--- src/rtl/fifo_reader_tx.sv ---
// rtl/fifo_reader_tx.sv - FWFT FIFO reader driving an async serial transmitter
// Pops one word per frame and sends start bit, WIDTH data bits LSB first, stop bit.
module fifo_reader_tx #(
    parameter int WIDTH      = 2,
    parameter int BIT_CYCLES = 4
) (
    input  logic             clk,
    input  logic             reset,
    input  logic [WIDTH-1:0] head,
    input  logic             empty,
    output logic             pop,
    output logic             tx,
    output logic             busy,
    output logic [7:0]       words_sent
);
    localparam int CW = (BIT_CYCLES > 1) ? $clog2(BIT_CYCLES) : 1;
    localparam int BW = (WIDTH > 1) ? $clog2(WIDTH) : 1;
    localparam logic [CW-1:0] CYC_LAST = CW'(BIT_CYCLES - 1);
    localparam logic [BW-1:0] BIT_LAST = BW'(WIDTH - 1);

    typedef enum logic [1:0] {IDLE, START, DATA, STOP} state_t;

    state_t           state_q, state_d;
    logic [WIDTH-1:0] shift_q, shift_d;
    logic [WIDTH-1:0] shift_nxt;
    logic [CW-1:0]    cyc_q, cyc_d;
    logic [BW-1:0]    bit_q, bit_d;
    logic             tx_q, tx_d;
    logic             pop_q, pop_d;
    logic [7:0]       cnt_q, cnt_d;
    logic             bit_end;

    // Cycle counter counts up and wraps at the bit boundary, so BIT_CYCLES==1 never underflows.
    assign bit_end   = (cyc_q == CYC_LAST);
    assign shift_nxt = shift_q >> 1;

    always_comb begin
        state_d = state_q;
        shift_d = shift_q;
        cyc_d   = bit_end ? '0 : cyc_q + 1'b1;
        bit_d   = bit_q;
        tx_d    = tx_q;
        pop_d   = 1'b0;
        cnt_d   = cnt_q;
        case (state_q)
            IDLE: begin
                cyc_d = '0;
                tx_d  = 1'b1;
                if (!empty) begin
                    shift_d = head;
                    pop_d   = 1'b1;
                    state_d = START;
                    tx_d    = 1'b0;
                end
            end
            START: begin
                if (bit_end) begin
                    state_d = DATA;
                    tx_d    = shift_q[0];
                    bit_d   = '0;
                end
            end
            DATA: begin
                if (bit_end) begin
                    if (bit_q == BIT_LAST) begin
                        state_d = STOP;
                        tx_d    = 1'b1;
                    end else begin
                        shift_d = shift_nxt;
                        tx_d    = shift_nxt[0];
                        bit_d   = bit_q + 1'b1;
                    end
                end
            end
            STOP: begin
                if (bit_end) begin
                    state_d = IDLE;
                    cnt_d   = cnt_q + 8'd1;
                end
            end
            default: begin
                state_d = IDLE;
                tx_d    = 1'b1;
            end
        endcase
    end

    always_ff @(posedge clk or negedge reset) begin
        if (!reset) begin
            state_q <= IDLE;
            shift_q <= '0;
            cyc_q   <= '0;
            bit_q   <= '0;
            tx_q    <= 1'b1;
            pop_q   <= 1'b0;
            cnt_q   <= 8'd0;
        end else begin
            state_q <= state_d;
            shift_q <= shift_d;
            cyc_q   <= cyc_d;
            bit_q   <= bit_d;
            tx_q    <= tx_d;
            pop_q   <= pop_d;
            cnt_q   <= cnt_d;
        end
    end

    assign pop        = pop_q;
    assign tx         = tx_q;
    assign busy       = (state_q != IDLE);
    assign words_sent = cnt_q;

endmodule

--- config.mk ---
export PLATFORM = sky130hd
export DESIGN_NAME = fifo_reader_tx
export DESIGN_NICKNAME = d
export VERILOG_FILES = /design/src/rtl/fifo_reader_tx.sv
export SDC_FILE = /design/constraint.sdc
export NUM_CORES = 1
export LEC_CHECK = 0
export CORE_UTILIZATION = 40
export DETAILED_ROUTE_END_ITERATION = 12
export GPL_ROUTABILITY_DRIVEN = 0
export PLACE_DENSITY_LB_ADDON = 0.2
export SETUP_SLACK_MARGIN = 0.15
export SLEW_MARGIN = 25
export SYNTH_ARGS = -nofsm -noshare
export SYNTH_HDL_FRONTEND = slang
export SYNTH_SLANG_ARGS = --single-unit
--- constraint.sdc ---
create_clock -name clk -period 2.1 [get_ports clk]
set_input_delay 0.42 -clock clk [delete_from_list [all_inputs] [get_ports clk]]
set_output_delay 0.42 -clock clk [all_outputs]
set_load 0.05 [all_outputs]
# Word level (Yosys, flattened, before mapping)
# Index checks and enable logic that the tools add are counted.
# totals
register_bits	17
input_bits	5
output_inout_bits	11
word_cells	53
# classes
addsub	3
eq_ne	10
muxes	23
reduce_logical	10
# op_table
op	count
$mux 2	10
$ne 2x2->1 const B	6
$mux 1	9
$add 8x1->8 const B	1
$pmux 2 s4	1
$eq 2x2->1 const B	3
$reduce_and 3->1	2
$reduce_bool 2->1	3
$reduce_and 5->1	1
$pmux 2 s2	1
$reduce_and 4->1	1
$pmux 1 s3	1
$reduce_bool 3->1	1
$add 2x1->2 const B	1
$eq 2x1->1 const B	1
$logic_not 2->1	1
$pmux 1 s2	1
$reduce_and 2->1	1
$add 1x1->1 const B	1

# Longest topological paths before layout
# logic_depth
ltp_word	4
depth_mapped	6
ltp_nobuf	5

# Worst setup path before layout
# OpenSTA, ideal clock, no wires.
# synth_timing
path_type	flip-flop to flip-flop
from	register state_q[0]
to	register shift_q[0]
setup_ps	125
arrival_time_ps	1410
required_ps	1975
path_slack_ps	565
path_stages_with_launch	7
path_buffers	1
period_less_slack_ps	1535
path_cell_list	dfrtp_1 > inv_1 > ha_1 > buf_6 > nand2b_1 > a21boi_2 > mux2_2
# synth_via
elab_chain_cells	3
elab_cells_between_ends	8
cone_classes	eq/ne (4); mux (1); reduce/logical (3)
# synth_lines
item	line	text
from (decl)	23	state_t state_q, state_d;
from (signal assigned)	98	state_q <= state_d;
$eq 2x2->1 or $logic_not 2->1 (tied branches)	45	case (state_q)
$ne 2x2->1 (no line) or $reduce_bool 2->1 (tied branches)	-	
$reduce_and 4->1 (no line)	-	
to (signal assigned)	99	shift_q <= shift_d;
to (decl)	24	logic [WIDTH-1:0] shift_q, shift_d;
# Several ways; a longest one is shown, not always the timed one.
# A chain may end at the register's enable or synchronous reset.

# Worst setup path after layout
# layout_timing
from	register cnt_q[7] (netlist: words_sent[7])
to	output port words_sent[7]
# layout_rtl
item	line	text
from (decl)	30	logic [7:0] cnt_q, cnt_d;
from (signal assigned)	104	cnt_q <= cnt_d;
to (decl)	14	output logic [7:0] words_sent
# No word-level cell between the ends.

==> impl_results.md <==
* Run status: completed
* Cells after synthesis at 82
* Setup TNS at 0 ns
* WL/cell at roughly 12 um
* Vias per inst at 4.875
* Total track usage at 0.1388
* FF-to-FF setup slack at approximately 0.36 ns
* Largest stage delay on the critical path at 0.81 ns
* CORE AREA at about 0.0022 mm^2
* Initial DRC count at 4
* Netlist cell types at 29
* Ant. Diodes at 0
* Fraction of layout cells with a size suffix above 1 at 0.1800
* First-pass GRT wire length at 2.622 mm
* Global routing usage on met2 at 0.1978
* CTS clock-pin slew for the worst setup and hold paths at 0.10 ns
* Worst EP arrival at about 1.5 ns
* Initial antenna violation count at 0
* Worst Tran Pin Value at between 0.4 and 0.5 ns
* Total Die Area at 0.002573 mm^2
* Clock Tree Root: clkbuf_4
* CP cell instances: clkdlybuf4s50_1
* Fin nets at ~120
* Worst Setup SP: words_sent[7]
* Pin count of the biggest net entering global routing at 18
* Worst rel slew slack at 0.6677
* CP endpoint kind: primary output
* Slew Limit Fails at 0
* Die Y at 50.73 um
* CP max stage cell: clkdlybuf4s50_1
* CP Class: reg2out
* Vias in the first global route at 579
* Hpwl dp at 1.154 mm
* CP top delay family: buffers and inverters
* Final hold viol count at 0
* Crit path required time at 1.68 ns
* Routed vias at 624
* Nature of the critical path startpoint: register
* WL final at 1.499 mm
* Yosys warns at 0
* Start of the worst register-to-register path: state_q[0]
* Area after DPL at 0.001131 mm^2
* Syn avg cell area at 11.58 um^2
* Seq cells post-synth at 17
* Starting Density at 0.4252
* Critical path buffers and inverters at 1
* # hold bufs at CTS at 0
* Area of the mapped netlist at 949.7 um^2
* Final setup fails at 0
* Seq/Total Area, Yosys at 0.4493
* Slack of the critical path at 0.2149 ns
* Grt met3 use at 0.02121
* Worst min path class: in2async
* LEAKAGE at 0.0005825 uW
* CTS tree: done
* Horiz. Die Dim at 50.73 um
* Antenna viol nets, final at 0
* GRT Max-Usage Layer: met2
* H-tree levels at 1
* Num CTS Buffers at 3
* Area growth from synthesis to layout at 22.40%
* DRC at 0
* Final worst path period share at 0.8977
* Cell area after layout at 0.001162 mm^2
* 1st-pass router iterations at 4
* Max-cap violations at 0
* Pre-CTS setup slack at 0.3786 ns
* Synth Net Count at 96
* Buffers on Ports at 15
* Worst-Skew Late Latency at approximately 0.28 ns
* Clock skew at 0.001067 ns
* IO Count at 16
* Tmin final at 1.885 ns
* Worst VDD drop at 0.0009732 V
* Max Freq at around 0.53 GHz
* GR Overflow Total at 0
* Clock buffer depth at 2
* Met1 Use GR at 0.1962
* Sinks on Clock Net at 17
* Filler instances at between 200 and 250
* Pwr dens at 1390 mW/mm^2
* Row cnt at 17
* Crit Path Max Fanout at 2
* RSZ-0062 raised after global routing: no
power breakdown:
| part | total, uW | internal [uW] | switching (uW) | leakage (uW) |
|---|---|---|---|---|
| logic | 905 | 381 | 524 | 0.000348 |
| clock network | 170 | 70.8 | 99.6 | 0.0000177 |
| registers | 540 | 444 | 95.6 | 0.000217 |
synthesized netlist by cell type, drive strengths merged:
cell	instances	area [um^2]
nor2b	2	12.51
a31oi	1	6.260
mux2	6	67.56
dfstp	1	26.28
nand3b	1	7.510
nor4	1	21.27
a21boi	1	11.26
o21ai	1	5.000
buf	2	18.77
xor2	3	26.28
nand3	2	10.01
nand2	5	18.77
nand2b	4	25.02
mux2i	1	10.01
nor2	8	37.54
dfrtp	16	400.4
o21bai	1	7.510
nor3	2	15.01
inv	6	22.52
ha	9	112.6
a21oi	2	10.01
o2111ai	1	15.01
nand4	2	27.53
xnor2	4	35.03
per-layer routing:
metal	wire [um]	share of wire
met1	740	0.49
met2	658	0.44
met3	67	0.045
met4	32	0.021
met5	0	0
cell usage in the layout, fill, tap and decap left out, drive strengths merged, types with 2 or more instances in the layout:
master,n
buf,3
nor3,2
dlymetal6s2s,3
mux2,6
nor2b,2
dlygate4sd2,3
nand3,2
nand4,2
dfrtp,16
clkdlybuf4s50,7
xor2,3
inv,6
ha,9
a21oi,2
nand2b,4
nand2,5
xnor2,4
nor2,8
clkbuf,3
path summary, 6_finish.rpt:
kind                       cells past startpoint       endpoint
setup / recovery                               1  words_sent[7]
hold / removal                                 2            pop
setup reg to reg                               5     shift_q[0]
hold reg to reg                                1  words_sent[7]
max in group asynchronous                      2             tx
min in group clk                               1  words_sent[7]
logic make-up after synthesis:
logic type | Yosys count | synth area share
xor gates and xnor gates | 7 | 0.06456
and+or+nand+nor | 27 | 0.1845
muxes | 7 | 0.08168
AOI/OAI and AO/OA | 7 | 0.05797
adders and majority gates | 9 | 0.1186
DFF | 17 | 0.4493
buffers and inverters | 8 | 0.04348
sequential cells by signal (all words and copies together), names as in the netlist:
register    cells
pop             1
cyc_q           2
state_q         2
shift_q         2
tx              1
bit_q           1
words_sent      8
through the flow:
| stage | cells | utilization | total power [uW] | hold slack [ns] |
|---|---|---|---|---|
| floorplan | 82 | - | 1236 | 0.1244 |
| global placement | 124 | 0.5064 | 1447 | 0.4550 |
| detailed placement | 124 | 0.5064 | 1465 | 0.4650 |
| CTS | 128 | 0.5171 | 1630 | 0.4639 |
| global route | 128 | 0.5204 | 1736 | 0.4857 |
| finish | 128 | 0.5204 | 1615 | 0.4571 |
what timing repair did:
action / 4_1_cts / 5_1_grt
gates resized for setup: 3 / 3
buffers inserted: 0 / 0
setup endpoints to repair: 3 / 3
final cells by class:
type / instances / area [um^2] / area share
tap: 28 / 35.03 / 0.03014
clock buffer: 3 / 22.52 / 0.01938
sequential: 17 / 426.7 / 0.3671
timing repair buffer: 16 / 168.9 / 0.1453
inverter: 6 / 22.52 / 0.01938
clock inverter: 1 / 5.005 / 0.004306
multi-input combinational: 57 / 481.7 / 0.4144
Note: power is estimated with default switching activity, not from simulation.
